### config.mk
export PLATFORM = sky130hd
export DESIGN_NAME = reg_wb_ctrl_flat
export DESIGN_NICKNAME = d
export VERILOG_FILES = /design/src/rtl/reg_wb_if.sv /design/src/rtl/reg_wb_ctrl.sv /design/src/flat_wrapper.sv
export SDC_FILE = /design/constraint.sdc
export NUM_CORES = 1
export LEC_CHECK = 0
export CORE_ASPECT_RATIO = 1.25
export CORE_MARGIN = 2
export CORE_UTILIZATION = 58
export DETAILED_ROUTE_END_ITERATION = 7
export GPL_ROUTABILITY_DRIVEN = 0
export PLACE_DENSITY = 0.85
export SYNTH_ARGS = -nofsm -noshare
export SYNTH_HDL_FRONTEND = slang
export SYNTH_SLANG_ARGS = --single-unit
### constraint.sdc
create_clock -name clk -period 4.52 [get_ports clk]
set_input_delay 1.356 -clock clk [delete_from_list [all_inputs] [get_ports clk]]
set_output_delay 1.356 -clock clk [all_outputs]
set_load 0.02 [all_outputs]
### src/rtl/reg_wb_if.sv
// Write-back bus bundle between the result sources, the hazard unit and reg_wb_ctrl.
// Long-latency handshake: an entry transfers on a posedge where lu_valid and lu_ready are both 1;
// lu_ready depends only on controller state, never on lu_valid.
interface reg_wb_if #(
  parameter int DEPTH = 4,
  parameter int AW    = 5,
  parameter int DW    = 32
);
  logic                   pipe_we;
  logic [AW-1:0]          pipe_waddr;
  logic [DW-1:0]          pipe_wdata;
  logic                   lu_valid;
  logic                   lu_ready;
  logic [AW-1:0]          lu_waddr;
  logic [DW-1:0]          lu_wdata;
  logic [AW-1:0]          chk_addr;
  logic                   chk_hit;
  logic                   we;
  logic [AW-1:0]          waddr;
  logic [DW-1:0]          wdata;
  logic [$clog2(DEPTH):0] fifo_cnt;

  modport master (
    output pipe_we, pipe_waddr, pipe_wdata, lu_valid, lu_waddr, lu_wdata, chk_addr,
    input  lu_ready, chk_hit, we, waddr, wdata, fifo_cnt
  );

  modport slave (
    input  pipe_we, pipe_waddr, pipe_wdata, lu_valid, lu_waddr, lu_wdata, chk_addr,
    output lu_ready, chk_hit, we, waddr, wdata, fifo_cnt
  );
endinterface

### src/rtl/reg_wb_ctrl.sv
// Register-file write-port controller: MEM/WB has priority, long-latency results queue in a FIFO.
// Optional macro WB_BYPASS_EN lets a long-latency result go straight to an idle write port.
module reg_wb_ctrl #(
  parameter int DEPTH = 4,
  parameter int AW    = 5,
  parameter int DW    = 32
) (
  input  logic     clk,
  input  logic     rst,
  reg_wb_if.slave  bus
);
  localparam int PW = $clog2(DEPTH);
  localparam int CW = PW + 1;

  logic [AW-1:0] addr_mem_q [DEPTH];
  logic [DW-1:0] data_mem_q [DEPTH];
  logic [PW-1:0] rd_ptr_q, rd_ptr_d;
  logic [PW-1:0] wr_ptr_q, wr_ptr_d;
  logic [CW-1:0] cnt_q, cnt_d;
  logic          we_q, we_d;
  logic [AW-1:0] waddr_q, waddr_d;
  logic [DW-1:0] wdata_q, wdata_d;

  logic pipe_req, fifo_empty, lu_ready, push, pop, bypass, chk_hit;

  assign pipe_req   = bus.pipe_we && (bus.pipe_waddr != '0);
  assign fifo_empty = (cnt_q == '0);
  assign lu_ready   = !rst && (cnt_q < CW'(DEPTH));

`ifdef WB_BYPASS_EN
  assign bypass = !pipe_req && fifo_empty && bus.lu_valid && (bus.lu_waddr != '0);
`else
  assign bypass = 1'b0;
`endif

  // r0 writes complete the handshake but never occupy a slot.
  assign push = bus.lu_valid && lu_ready && (bus.lu_waddr != '0) && !bypass;
  assign pop  = !pipe_req && !fifo_empty;

  always_comb begin
    we_d    = 1'b0;
    waddr_d = waddr_q;
    wdata_d = wdata_q;
    if (pipe_req) begin
      we_d    = 1'b1;
      waddr_d = bus.pipe_waddr;
      wdata_d = bus.pipe_wdata;
    end else if (pop) begin
      we_d    = 1'b1;
      waddr_d = addr_mem_q[rd_ptr_q];
      wdata_d = data_mem_q[rd_ptr_q];
    end else if (bypass) begin
      we_d    = 1'b1;
      waddr_d = bus.lu_waddr;
      wdata_d = bus.lu_wdata;
    end
  end

  always_comb begin
    rd_ptr_d = pop  ? rd_ptr_q + PW'(1) : rd_ptr_q;
    wr_ptr_d = push ? wr_ptr_q + PW'(1) : wr_ptr_q;
    cnt_d    = cnt_q;
    case ({push, pop})
      2'b10:   cnt_d = cnt_q + CW'(1);
      2'b01:   cnt_d = cnt_q - CW'(1);
      default: cnt_d = cnt_q;
    endcase
  end

  always_ff @(posedge clk) begin
    if (rst) begin
      rd_ptr_q <= '0;
      wr_ptr_q <= '0;
      cnt_q    <= '0;
      we_q     <= 1'b0;
      waddr_q  <= '0;
      wdata_q  <= '0;
    end else begin
      rd_ptr_q <= rd_ptr_d;
      wr_ptr_q <= wr_ptr_d;
      cnt_q    <= cnt_d;
      we_q     <= we_d;
      waddr_q  <= waddr_d;
      wdata_q  <= wdata_d;
    end
  end

  always_ff @(posedge clk) begin
    if (push) begin
      addr_mem_q[wr_ptr_q] <= bus.lu_waddr;
      data_mem_q[wr_ptr_q] <= bus.lu_wdata;
    end
  end

  // Only the cnt_q slots starting at the head hold live entries.
  always_comb begin
    chk_hit = 1'b0;
    if (!rst && (bus.chk_addr != '0)) begin
      for (int k = 0; k < DEPTH; k++) begin
        if ((CW'(k) < cnt_q) && (addr_mem_q[rd_ptr_q + PW'(k)] == bus.chk_addr))
          chk_hit = 1'b1;
      end
    end
  end

  assign bus.lu_ready = lu_ready;
  assign bus.chk_hit  = chk_hit;
  assign bus.we       = we_q;
  assign bus.waddr    = waddr_q;
  assign bus.wdata    = wdata_q;
  assign bus.fifo_cnt = cnt_q;
endmodule

### src/flat_wrapper.sv
// flat-port wrapper written by rule: the top's interface ports become plain ports
module reg_wb_ctrl_flat 
#(
  parameter int DEPTH = 4,
  parameter int AW    = 5,
  parameter int DW    = 32
)
  (clk, rst, bus_pipe_we, bus_pipe_waddr, bus_pipe_wdata, bus_lu_valid, bus_lu_waddr, bus_lu_wdata, bus_chk_addr, bus_lu_ready, bus_chk_hit, bus_we, bus_waddr, bus_wdata, bus_fifo_cnt);
  reg_wb_if #(.DEPTH(DEPTH), .AW(AW), .DW(DW)) bus_i ();
  input  logic clk;
  input  logic rst;
  input wire logic [$bits(bus_i.pipe_we)-1:0] bus_pipe_we;
  input wire logic [$bits(bus_i.pipe_waddr)-1:0] bus_pipe_waddr;
  input wire logic [$bits(bus_i.pipe_wdata)-1:0] bus_pipe_wdata;
  input wire logic [$bits(bus_i.lu_valid)-1:0] bus_lu_valid;
  input wire logic [$bits(bus_i.lu_waddr)-1:0] bus_lu_waddr;
  input wire logic [$bits(bus_i.lu_wdata)-1:0] bus_lu_wdata;
  input wire logic [$bits(bus_i.chk_addr)-1:0] bus_chk_addr;
  output wire logic [$bits(bus_i.lu_ready)-1:0] bus_lu_ready;
  output wire logic [$bits(bus_i.chk_hit)-1:0] bus_chk_hit;
  output wire logic [$bits(bus_i.we)-1:0] bus_we;
  output wire logic [$bits(bus_i.waddr)-1:0] bus_waddr;
  output wire logic [$bits(bus_i.wdata)-1:0] bus_wdata;
  output wire logic [$bits(bus_i.fifo_cnt)-1:0] bus_fifo_cnt;
  assign bus_i.pipe_we = bus_pipe_we;
  assign bus_i.pipe_waddr = bus_pipe_waddr;
  assign bus_i.pipe_wdata = bus_pipe_wdata;
  assign bus_i.lu_valid = bus_lu_valid;
  assign bus_i.lu_waddr = bus_lu_waddr;
  assign bus_i.lu_wdata = bus_lu_wdata;
  assign bus_i.chk_addr = bus_chk_addr;
  assign bus_lu_ready = bus_i.lu_ready;
  assign bus_chk_hit = bus_i.chk_hit;
  assign bus_we = bus_i.we;
  assign bus_waddr = bus_i.waddr;
  assign bus_wdata = bus_i.wdata;
  assign bus_fifo_cnt = bus_i.fifo_cnt;
  reg_wb_ctrl #(.DEPTH(DEPTH), .AW(AW), .DW(DW)) u_core (.clk(clk), .rst(rst), .bus(bus_i));
endmodule
* Yosys cells after proc, flatten, opt, wreduce, memory -nomap -nowiden
Memories as Yosys holds them, arrays and structs flattened. A register that Yosys moved wholly into a read port is not among the register bits. Index checks and enable logic that the tools add are counted.
Storage, ports and cells: input bits 83, output and inout bits 43, memory bits (writable) 148, word-level logic and storage cells 62, memory bits (read-only) 0, flip-flop bits (word level) 45, latch bits 0, memories kept 2
Memory list:
- u_core.data_mem_q | words 4, width 32, read ports 1, clocked after memory_dff 1, write ports 1, line reg_wb_ctrl.sv:16 | logic [DW-1:0] data_mem_q [DEPTH];
- u_core.addr_mem_q | words 4, width 5, read ports 4, clocked after memory_dff 1, write ports 1, line reg_wb_ctrl.sv:15 | logic [AW-1:0] addr_mem_q [DEPTH];
Operators by class: div/mod/pow operators 0, reduce and logical (&&, ||, !) cells 19, $lt $le $gt $ge 5, $add $sub $neg 6, equal/unequal tests 6, shifts and indexed selects 0, multipliers 0, multiplexer cells 18, bitwise gates (word level) 0
Operator list (count):
- $mux 32 | 2
- $eq 5x5->1 | 4
- $reduce_bool 5->1 | 3
- $logic_and 1x1->1 | 10
- $mux 5 | 2
- $mux 1 | 9
- $mux 2 | 4
- $lt 1x3->1 const A | 2
- $lt 2x3->1 const A | 2
- $pmux 3 s2 | 1
- $add 2x1->2 const B | 2
- $add 2x2->2 const B | 2
- $reduce_bool 2->1 | 2
- $add 3x1->3 const B | 1
- $logic_not 1->1 | 3
- $logic_not 3->1 | 1
- $lt 3x3->1 const B | 1
- $sub 3x1->3 const B | 1
- $eq 2x1->1 const B | 1
- $eq 2x2->1 const B | 1

* Longest topological paths before layout
Gate-level depths: netlist of the first run. An unclocked memory read counts as a cell.
word-level depth 8, mapped depth 8, depth with buffers taken out 8

* Worst setup path before layout of the first run
No wires, ideal clock.
path kind input -> output, start point input bus_chk_addr[4], end point output bus_chk_hit, stages 6, buffers on the path 1, arrival 2368 ps, path slack 796 ps, required time 3164 ps, path through clkbuf_1 > xnor2_1 > nor3_1 > o2111ai_1 > a32oi_1 > o21a_1
Between the ends: cells in the longest elaborated chain, start to end 7, elaborated cells on any way between the ends 15, those cells by class eq/ne (4); mux (5); reduce/logical (6)
Ends and longest elaborated chain:
- start: declaration | line flat_wrapper.sv:18 | input wire logic [$bits(bus_i.chk_addr)-1:0] bus_chk_addr;
- $eq 5x5->1 | line reg_wb_ctrl.sv:100 | if ((CW'(k) < cnt_q) && (addr_mem_q[rd_ptr_q + PW'(k)] == bus.chk_addr))
- $logic_and 1x1->1 | line reg_wb_ctrl.sv:100
- $mux 1 (4 in a row) | line reg_wb_ctrl.sv:100
- $mux 1 * | line reg_wb_ctrl.sv:98 | if (!rst && (bus.chk_addr != '0)) begin
- end: declaration | line flat_wrapper.sv:20 | output wire logic [$bits(bus_i.chk_hit)-1:0] bus_chk_hit;
Mark *: on every way between the ends. The rest lies on a longest branch, timed or not.

* Worst setup path after layout of the first run
start point input bus_chk_addr[0], end point output bus_chk_hit
Same word-level chain as after synthesis.

==> results of run 1 <==
synth_stat cells:
library cell | n | share of area, %
and2_1 | 5 | 0.39
mux4_2 | 45 | 12
clkbuf_2 | 1 | 0.062
nor4_1 | 2 | 0.15
inv_1 | 7 | 0.32
a21oi_1 | 6 | 0.37
a22oi_1 | 2 | 0.19
xnor2_1 | 19 | 2.1
o21ai_1 | 1 | 0.062
mux2i_1 | 48 | 5.9
o21ai_0 | 2 | 0.12
buf_4 | 4 | 0.37
o21a_1 | 1 | 0.093
ha_1 | 9 | 1.4
nand3_1 | 2 | 0.12
nand4_1 | 1 | 0.077
nor3b_1 | 1 | 0.093
mux2_2 | 2 | 0.28
clkbuf_1 | 11 | 0.51
a32oi_1 | 1 | 0.11
nand2_1 | 3 | 0.14
dfxtp_1 | 47 | 12
edfxtp_1 | 148 | 55
nor2_1 | 47 | 2.2
a31oi_1 | 1 | 0.077
buf_2 | 14 | 0.86
a211oi_1 | 36 | 3.3
nor3_1 | 4 | 0.25
o2111ai_1 | 1 | 0.11
xor2_1 | 8 | 0.86
or3_1 | 1 | 0.077
or4_1 | 1 | 0.093
buf_6 | 3 | 0.42
final cells by class:
class	instances	area, um^2
clock inverter	6	93.8
timing repair buffer	142	1420
tap	175	219
inverter	7	26.3
sequential	195	5390
multi-input combinational	249	2530
clock buffer	25	487
fill	846	3580
cells by family (layout without fill, tap and decap cells):
kind of cell / count (synthesis) / in the layout / synth area share, %
multiplexers: 95 / 95 / 18.7
XOR/XNOR: 27 / 27 / 2.92
adder cells (fa/ha/maj): 9 / 9 / 1.39
flip-flops: 195 / 195 / 66.4
AO/OA/AOI/OAI: 51 / 51 / 4.46
buffers and inverters: 40 / 180 / 2.55
AND/OR/NAND/NOR: 67 / 67 / 3.56
power by group through the flow:
| stage | clock network (mW) | registers, mW | logic, mW |
|---|---|---|---|
| 3_3_place_gp | 0 | 2.21 | 1.43 |
| 6_report | 1.48 | 2.19 | 1.46 |
| 3_5_place_dp | 0 | 2.22 | 1.47 |
| 4_1_cts | 1.50 | 2.19 | 1.48 |
| 5_1_grt | 1.57 | 2.20 | 1.56 |
| 2_1_floorplan | 0 | 2.24 | 1.01 |
what timing repair did:
action,CTS,global route
endpoints found under the setup margin,1,1
cloned,0,0
setup buffers,0,0
hold buffers,0,0
gates resized for setup,4,1
pin swaps,0,0
sequential cells by signal (all words and copies together) (netlist names), named ones only:
signal and cells:
u_core.addr_mem_q 20, u_core.bus.fifo_cnt 3, u_core.bus.waddr 5, u_core.bus.wdata 32, u_core.bus.we 1, u_core.data_mem_q 128
u_core.rd_ptr_q 2, u_core.wr_ptr_q 2
final timing paths:
kind,slack [ps],endpoint,start
worst max-delay path,80,bus_chk_hit,bus_chk_addr[0]
worst min-delay path,550,u_core.bus.wdata[21],u_core.bus.wdata[21]
worst max register to register,1970,u_core.bus.waddr[3],u_core.bus.fifo_cnt[0]
worst min register to register,550,u_core.bus.wdata[21],u_core.bus.wdata[21]
worst max-delay path: stages:
cell and delay, ps:
clkdlybuf4s50_1 550, inv_1 110, xnor2_1 140, nor3_1 160, nand3_1 110, a32oi_1 200
o21a_1 150, clkdlybuf4s15_1 300
metrics by stage:
step                instance area, um^2  TNS [ps]  utilization (%)
global placement                   9590      -143             69.7
global route                      10200         0             73.9
floorplan                          8110         0                -
CTS                               10200         0             73.9
detailed placement                 9590      -264             69.7
finish                            10200         0             73.9
layer usage:
layer	share of wire (%)	track usage, %	wire length [um]	up-vias
met2	54	42.5	9220	160
met1	39	28.4	6550	2368
met4	2.7	9.99	453	0
met5	0	0	0	-
li1	-	-	-	2152
met3	4.7	5.13	794	38
==> results.toml, run 1 <==
[routing]
drc = 0
via_count = 4718
drt_iter0_markers = 324
drt_pass1_iterations = 4
wl_um = 17000
ant_nets = 0
wire_per_inst_um = 21.3
viasPerCell = 5.90

[global_routing]
grt_pass1_vias = 5033
grt_pass1_wl_um = 26100
grt_max_degree = 74
grt_overflow_total = 0
grtUsageTotal_pct = 24.1
antenna_found_initial = 0

[floorplan]
start_util_pct = 59.0
placeableCoreArea_um2 = 13800
die_w_um = 110
rows = 48
io_pins = 126
die_h_um = 136
die-area_um2 = 14900

[sta]
clock.fmax_mhz = 225
finalSetupViolations = 0
skew_ps = 16.4
slew_headroom_pct = 48.9
worst_slack_ps = 78.3
hold-worst-slack_ps = 554
rsz0062_at_grt = "false"
worst_pin_slew_ps = 766
period_minus_slack_ps = 4440
final_max_slew_viol_count = 0
timing.final.crit_share_pct = 98.3
finalHoldViolations = 0

[power]
power.share.sequential_pct = 42.6
p_leak_nw = 3.38
power_mw = 5.13
clock_power_share_pct = 28.8
switching_power_mw = 1.43
combPwrFrac_pct = 28.6
p_sw_share_pct = 27.9
power.density_nw_per_um2 = 504
irDropWorstVdd_mv = 0.351
p_int_mw = 3.70

[final_layout]
mostFrequentLayoutCell = "edfxtp_1"
antenna-diode-count = 0
area_delta_synth_final_pct = 25.4
layoutNonFillerInstCount = 799
final_cell_mix = "edfxtp_1, clkdlybuf4s50_1, mux2i_1"
fin_nets = 704
drive_gt1_share_pct = 15.7

[yosys]
synth_seq_cells = 195
synthesis.nets = 576
synth.avg_cell_area_um2 = 16.8
synthCells = 484
syn_area_um2 = 8110
yosysWarnings = 0
yosysSeqAreaShare_pct = 66.4
synth_cell_types = 33

[setup_path]
worstPathMaxFanout = 3
path_class = "input port to primary output"
start_kind = "input port"
reg2regPathDepth = 7
cp.required_ps = 3160
critPathArrivalTime_ps = 3090
crit_path_end_kind = "primary output"

[clocking]
clockBufferDepth = 2
cts_tree = "done"
clkSinkCount = 195
cts_root_buffer = "clkbuf_16"
insertion_delay_ps = 430
cts_htree_levels = 4
cts.clk_slew.worst_paths_ps = 60
cts-buffers-inserted = 17

[placed_design]
post-place-ws_ps = -264
port_buffers = 125
dp_cells = 768
hpwl_um = 11500

[run]
max_cap_viol_count = 0

[min_path]
min_delay_path_depth = 2
hold_class = "register to register"

[status]
status = "finished, final reports clean"
Note: power is estimated with default switching activity, not from simulation.
==> run 2: changes to the inputs <==
Settings changed: ABC_AREA set to 1.
==> run 2 against run 1 <==
  * Clock skew fell by 7.0 ps
  * Sequential share of layout area fell by 2.1 points
  * Power rose by 9.2%
  * Sequential cell count did not move
  * Area after synthesis rose by 4.8%
  * Final area rose by 4.1%
  * Via count rose by 44%
  * Die area rose by 4.6%
  * Synthesized cell count rose by 80%
  * Setup slack improved by 350 ps
  * Clock power rose by 5%
  * Core utilization fell by 0.12 points
==> results.toml, run 2 <==
[sta]
skew_ps = 9.33
finalHoldViolations = 0
worst_pin_slew_ps = 667
finalSetupViolations = 0
worst_slack_ps = 429
timing.final.crit_share_pct = 90.5
final_max_slew_viol_count = 0
tns_ps = 0
period_minus_slack_ps = 4090
rsz0062_at_grt = "false"
clock.fmax_mhz = 244
slew_headroom_pct = 55.5

[yosys]
synth_cell_types = 30
synth_commonest_cells = "nand2_1, edfxtp_1, o21ai_0"
synthAdderAreaFrac_pct = 1.33
synth_compound_area_share_pct = 11.1
synthMuxAreaShare_pct = 0.118
synthesis.nets = 961
yosysSeqAreaShare_pct = 63.4
synth.area.top_cells = "edfxtp_1, nand2_1, dfxtp_1"
yosysTopAreaCell = "edfxtp_1"
yosysWarnings = 0
ys.flop_type = "edfxtp_1"
yosys.area_share.simple_pct = 19.1
synth_top_family_by_area = "simple AND/OR/NAND/NOR gates"
async_flop_share_pct = 0
synth.avg_cell_area_um2 = 9.78
yosys.area_share.xor_xnor_pct = 0.103
synth.top_cell.area_share_pct = 52.3
synth_most_common_cell = "nand2_1"
synth_seq_cells = 195
synth_edf_count = 148
synthCells = 869
syn_area_um2 = 8500

[clocking]
postCtsSetupBuffers = 0
cts_tree = "done"
cts_htree_levels = 4
clockBufferDepth = 2
insertion_delay_ps = 430
cts.clk_slew.worst_paths_ps = 70
clkSinkCount = 195
cts-buffers-inserted = 17
cts_root_buffer = "clkbuf_16"
ctsHoldBuffers = 0
cts_resized = 0

[final_layout]
multi_input_area_um2 = 2720
regMostFlops = "u_core.data_mem_q"
drive_gt1_share_pct = 6.85
post-route-util_pct = 73.8
area_delta_synth_final_pct = 24.7
regArea_um2 = 5390
fill_cells = 1008
largest_reg_flops = 128
fin_nets = 1087
mostFrequentLayoutCell = "nand2_1"
antenna-diode-count = 0
final_cell_mix = "nand2_1, edfxtp_1, clkdlybuf4s50_1"

[setup_path]
reg2regPathDepth = 10
start_kind = "input port"
crit_path_end_kind = "primary output"
worstPathMaxFanout = 5
cp.required_ps = 3160
timing.rr.end = "u_core.bus.fifo_cnt[2]"
r2r-start = "u_core.bus.fifo_cnt[0]"
path_class = "input port to primary output"
critPathArrivalTime_ps = 2730
regToRegSetupSlack_ps = 2370

[floorplan]
die-area_um2 = 15600
rows = 49
start_util_pct = 59.2
die_h_um = 139
die_w_um = 112
placeableCoreArea_um2 = 14300
io_pins = 126

[min_path]
min_delay_path_depth = 2
min_to = "u_core.bus.wdata[29]"
hold_class = "register to register"
hold_start = "u_core.bus.wdata[29]"

[global_routing]
antenna_found_initial = 0
grt_pass1_wl_um = 33000
grt_max_degree = 45
grt_pass1_vias = 6696
grtUsageTotal_pct = 27.1
grt_overflow_total = 0

[power]
power_mw = 5.60
p_leak_nw = 4.24
power.density_nw_per_um2 = 529
irDropWorstVdd_mv = 0.290

[routing]
drt_pass1_iterations = 7
drt_iter0_markers = 608
drc = 0
viasPerCell = 5.73
wl_um = 20800
wire_per_inst_um = 17.5
via_count = 6801
ant_nets = 0

[run]
max_cap_viol_count = 0

[placed_design]
port_buffers = 125
hpwl_um = 13500
post-place-ws_ps = 40.5

[status]
status = "finished, final reports clean"
## run 2: cell count changes after synthesis, moves of 36 or more
| cell | change |
|---|---|
| mux2i_1 | -47 |
| nand2_1 | +291 |
| nand3_1 | +46 |
| mux4_2 | -45 |
| inv_1 | +42 |
| a211oi_1 | -36 |
| o21ai_0 | +63 |
## run 2: report_power, final
part,internal (mW),switching [mW]
Combinational,0.674,1.20
Sequential,2.09,0.0882
Clock,0.849,0.701
Total,3.62,1.99
## run 2: final cells by class
class                           instances  share of cell area [%]
Sequential cell                       195                    50.9
Multi-Input combinational cell        577                    25.7
Timing Repair Buffer                  149                    13.5
Clock buffer                           18                    4.05
Tap cell                              178                    2.10
Inverter                               55                    1.97
Clock inverter                         14                    1.77
## run 2: metal layers
layer | part of all wire (%) | vias up | GRT usage (%)
met2 | 51 | 300 | 45.6
li1 | - | 3227 | -
met3 | 6.1 | 64 | 4.70
met5 | 0 | - | 0
met1 | 39 | 3210 | 32.4
met4 | 4.3 | 0 | 16.6
## run 2: logic make-up (layout without fill, tap and decap cells)
logic type	after synthesis	count (layout)
AOI/OAI and AO/OA	158	158
xor gates and xnor gates	1	1
adders and majority gates	9	9
buffers and inverters	97	236
DFF	195	195
muxes	1	1
and+or+nand+nor	408	408
## run 2: worst max-delay path by stage
stage	from	endpoint	slack, ps	cells past startpoint
after floorplan	rst	u_core.addr_mem_q[0][0]	490	3
after global placement	bus_chk_addr[1]	bus_chk_hit	60	10
after detailed placement	bus_chk_addr[1]	bus_chk_hit	40	10
after CTS	bus_chk_addr[1]	bus_chk_hit	40	10
after global routing	bus_chk_addr[4]	bus_chk_hit	300	10
final	bus_chk_addr[1]	bus_chk_hit	430	10
## run 2: per-stage QoR
| step | cells | area, um^2 | hold WS [ps] |
|---|---|---|---|
| floorplan | 869 | 8500 | 491 |
| global placement | 1154 | 9970 | 460 |
| detailed placement | 1154 | 9970 | 477 |
| CTS | 1186 | 10600 | 487 |
| global route | 1186 | 10600 | 505 |
| finish | 1186 | 10600 | 486 |
## run 2: worst max-delay path, cell delays in order
cell and delay (ps):
clkdlybuf4s50_1 440, buf_4 170, nand3_1 80, nand2_1 50
nor2_1 100, nand3_1 80, nand2_1 60, nand2_1 60
a21oi_2 100, dlymetal6s2s_1 220
==> run 3: changes to the inputs <==
Settings changed: CORE_MARGIN 2 to 5, CORE_UTILIZATION 58 to 45, PLACE_DENSITY 0.85 to 0.68, SKIP_LAST_GASP set to 1.
==> run 3 against run 2 <==
  * Count of clock-buffer cells in the layout up 3
  * Routed wire length grew 1.5%
  * Power is 0.16% higher
  * Critical path depth unchanged
  * Maximum frequency down 1.1%
  * Worst hold slack got worse by 9.7 ps
  * Via count decreased by 2.6%
  * Combinational power about the same
  * Critical endpoint unchanged
==> results.toml, run 3 (synthesis gave the netlist of run 2 again) <==
[status]
status = "finished, final reports clean"

[floorplan]
placeableCoreArea_um2 = 18700
io_pins = 126
die_h_um = 164
die-area_um2 = 21700
die_w_um = 133
rows = 56
start_util_pct = 45.4

[routing]
drc = 0
wl_um = 21100
ant_nets = 0
viasPerCell = 5.35
drt_iter0_markers = 413
wire_per_inst_um = 17.0
drt_pass1_iterations = 7
via_count = 6625

[power]
irDropWorstVdd_mv = 0.273
p_sw_share_pct = 34.1
combPwrFrac_pct = 33.1
power.share.sequential_pct = 39.0
p_leak_nw = 4.23
switching_power_mw = 1.91
p_int_mw = 3.70
clock_power_share_pct = 27.9
power.density_nw_per_um2 = 526

[sta]
final_max_slew_viol_count = 0
hold-worst-slack_ps = 476
slew_headroom_pct = 62.1
skew_ps = 11.5
rsz0062_at_grt = "false"
period_minus_slack_ps = 4130
clock.fmax_mhz = 242
timing.final.crit_share_pct = 91.5
finalSetupViolations = 0
finalHoldViolations = 0
worst_pin_slew_ps = 568
tns_ps = 0

[global_routing]
antenna_found_initial = 0
grt_pass1_wl_um = 32800
grt_max_degree = 55
grtUsageTotal_pct = 19.3
grt_overflow_total = 0
grt_pass1_vias = 6338

[setup_path]
critPathTopFamily = "buffers and inverters"
crit_path_end_kind = "primary output"
start_kind = "input port"
critPathArrivalTime_ps = 2780
regToRegSetupSlack_ps = 2370
worstPathCellList = "clkdlybuf4s50_1, buf_4, nand3_1, nand2_1, nor2_1, nand3_1, nand2_1, inv_1, a21oi_2, dlymetal6s2s_1"
slowest_stage = "clkdlybuf4s50_1"
path_buf_inv = 4
path_class = "input port to primary output"
cp.required_ps = 3160
worstPathMaxFanout = 4
cp_slowest_stage_delay_ps = 460

[final_layout]
design_area_um2 = 10700
fill_cells = 1578
antenna-diode-count = 0
fin_nets = 1086
mostFrequentLayoutCell = "nand2_1"
largest_reg_flops = 128
area_delta_synth_final_pct = 25.6
final_cell_mix = "nand2_1, edfxtp_1, clkdlybuf4s50_1"
regMostFlops = "u_core.data_mem_q"
drive_gt1_share_pct = 6.45

[clocking]
cts_root_buffer = "clkbuf_16"
cts.clk_slew.worst_paths_ps = 60
cts-buffers-inserted = 17
insertion_delay_ps = 430
clockBufferDepth = 2
cts_tree = "done"
clkSinkCount = 195
cts_htree_levels = 4

[placed_design]
place_area_um2 = 10100
port_buffers = 125
hpwl_um = 13800

[run]
max_cap_viol_count = 0

[min_path]
hold_class = "register to register"
run 3: final timing paths:
| kind | startpoint | end | cells after the start |
|---|---|---|---|
| max | bus_chk_addr[0] | bus_chk_hit | 10 |
| min | u_core.bus.wdata[29] | u_core.bus.wdata[29] | 2 |
| max reg2reg | u_core.bus.fifo_cnt[0] | u_core.bus.fifo_cnt[2] | 10 |
| min reg2reg | u_core.bus.wdata[29] | u_core.bus.wdata[29] | 2 |
run 3: power by group through the flow:
stage | sequential, mW | combinational (mW) | clock (mW)
finish | 2.19 | 1.86 | 1.57
global route | 2.20 | 2.07 | 1.65
CTS | 2.19 | 1.88 | 1.59
detailed placement | 2.23 | 1.87 | 0
global placement | 2.22 | 1.85 | 0
floorplan | 2.32 | 1.12 | 0
run 3: routing by layer:
metal,up-vias,track usage (%),routed length [um]
li1,3222,-,-
met1,3177,21.9,8410
met2,193,35.2,11200
met3,33,3.51,958
met4,0,8.65,493
met5,-,0,0
run 3: area by class of cell:
class / instances / area [um^2] / share of cell area [%]
Clock inverter: 11 / 175 / 1.64
Timing Repair Buffer: 148 / 1450 / 13.6
Sequential cell: 195 / 5390 / 50.5
Clock buffer: 21 / 440 / 4.13
Inverter: 55 / 209 / 1.96
Tap cell: 232 / 290 / 2.72
Multi-Input combinational cell: 577 / 2720 / 25.5
run 3: repair_timing:
action                                  4_1_cts  5_1_grt
hold buffers                                  0        0
gates resized for setup                       0        1
buffers inserted                              0        0
endpoints found under the setup margin        0        1
run 3: tightest hold or removal path: stages, from the launching register on:
cell and delay [ps]:
dfxtp_1 310, nand3_1 70, o21ai_1 50
run 3: stage by stage:
step	std cells	power [mW]	setup WS, ps	utilization [%]
after floorplan	869	3.44	491	-
after global placement	1207	4.08	14.4	53.8
after detailed placement	1207	4.09	18.6	53.8
after CTS	1239	5.66	11.8	57.0
after global routing	1239	5.93	257	57.1
final	1239	5.61	385	57.1
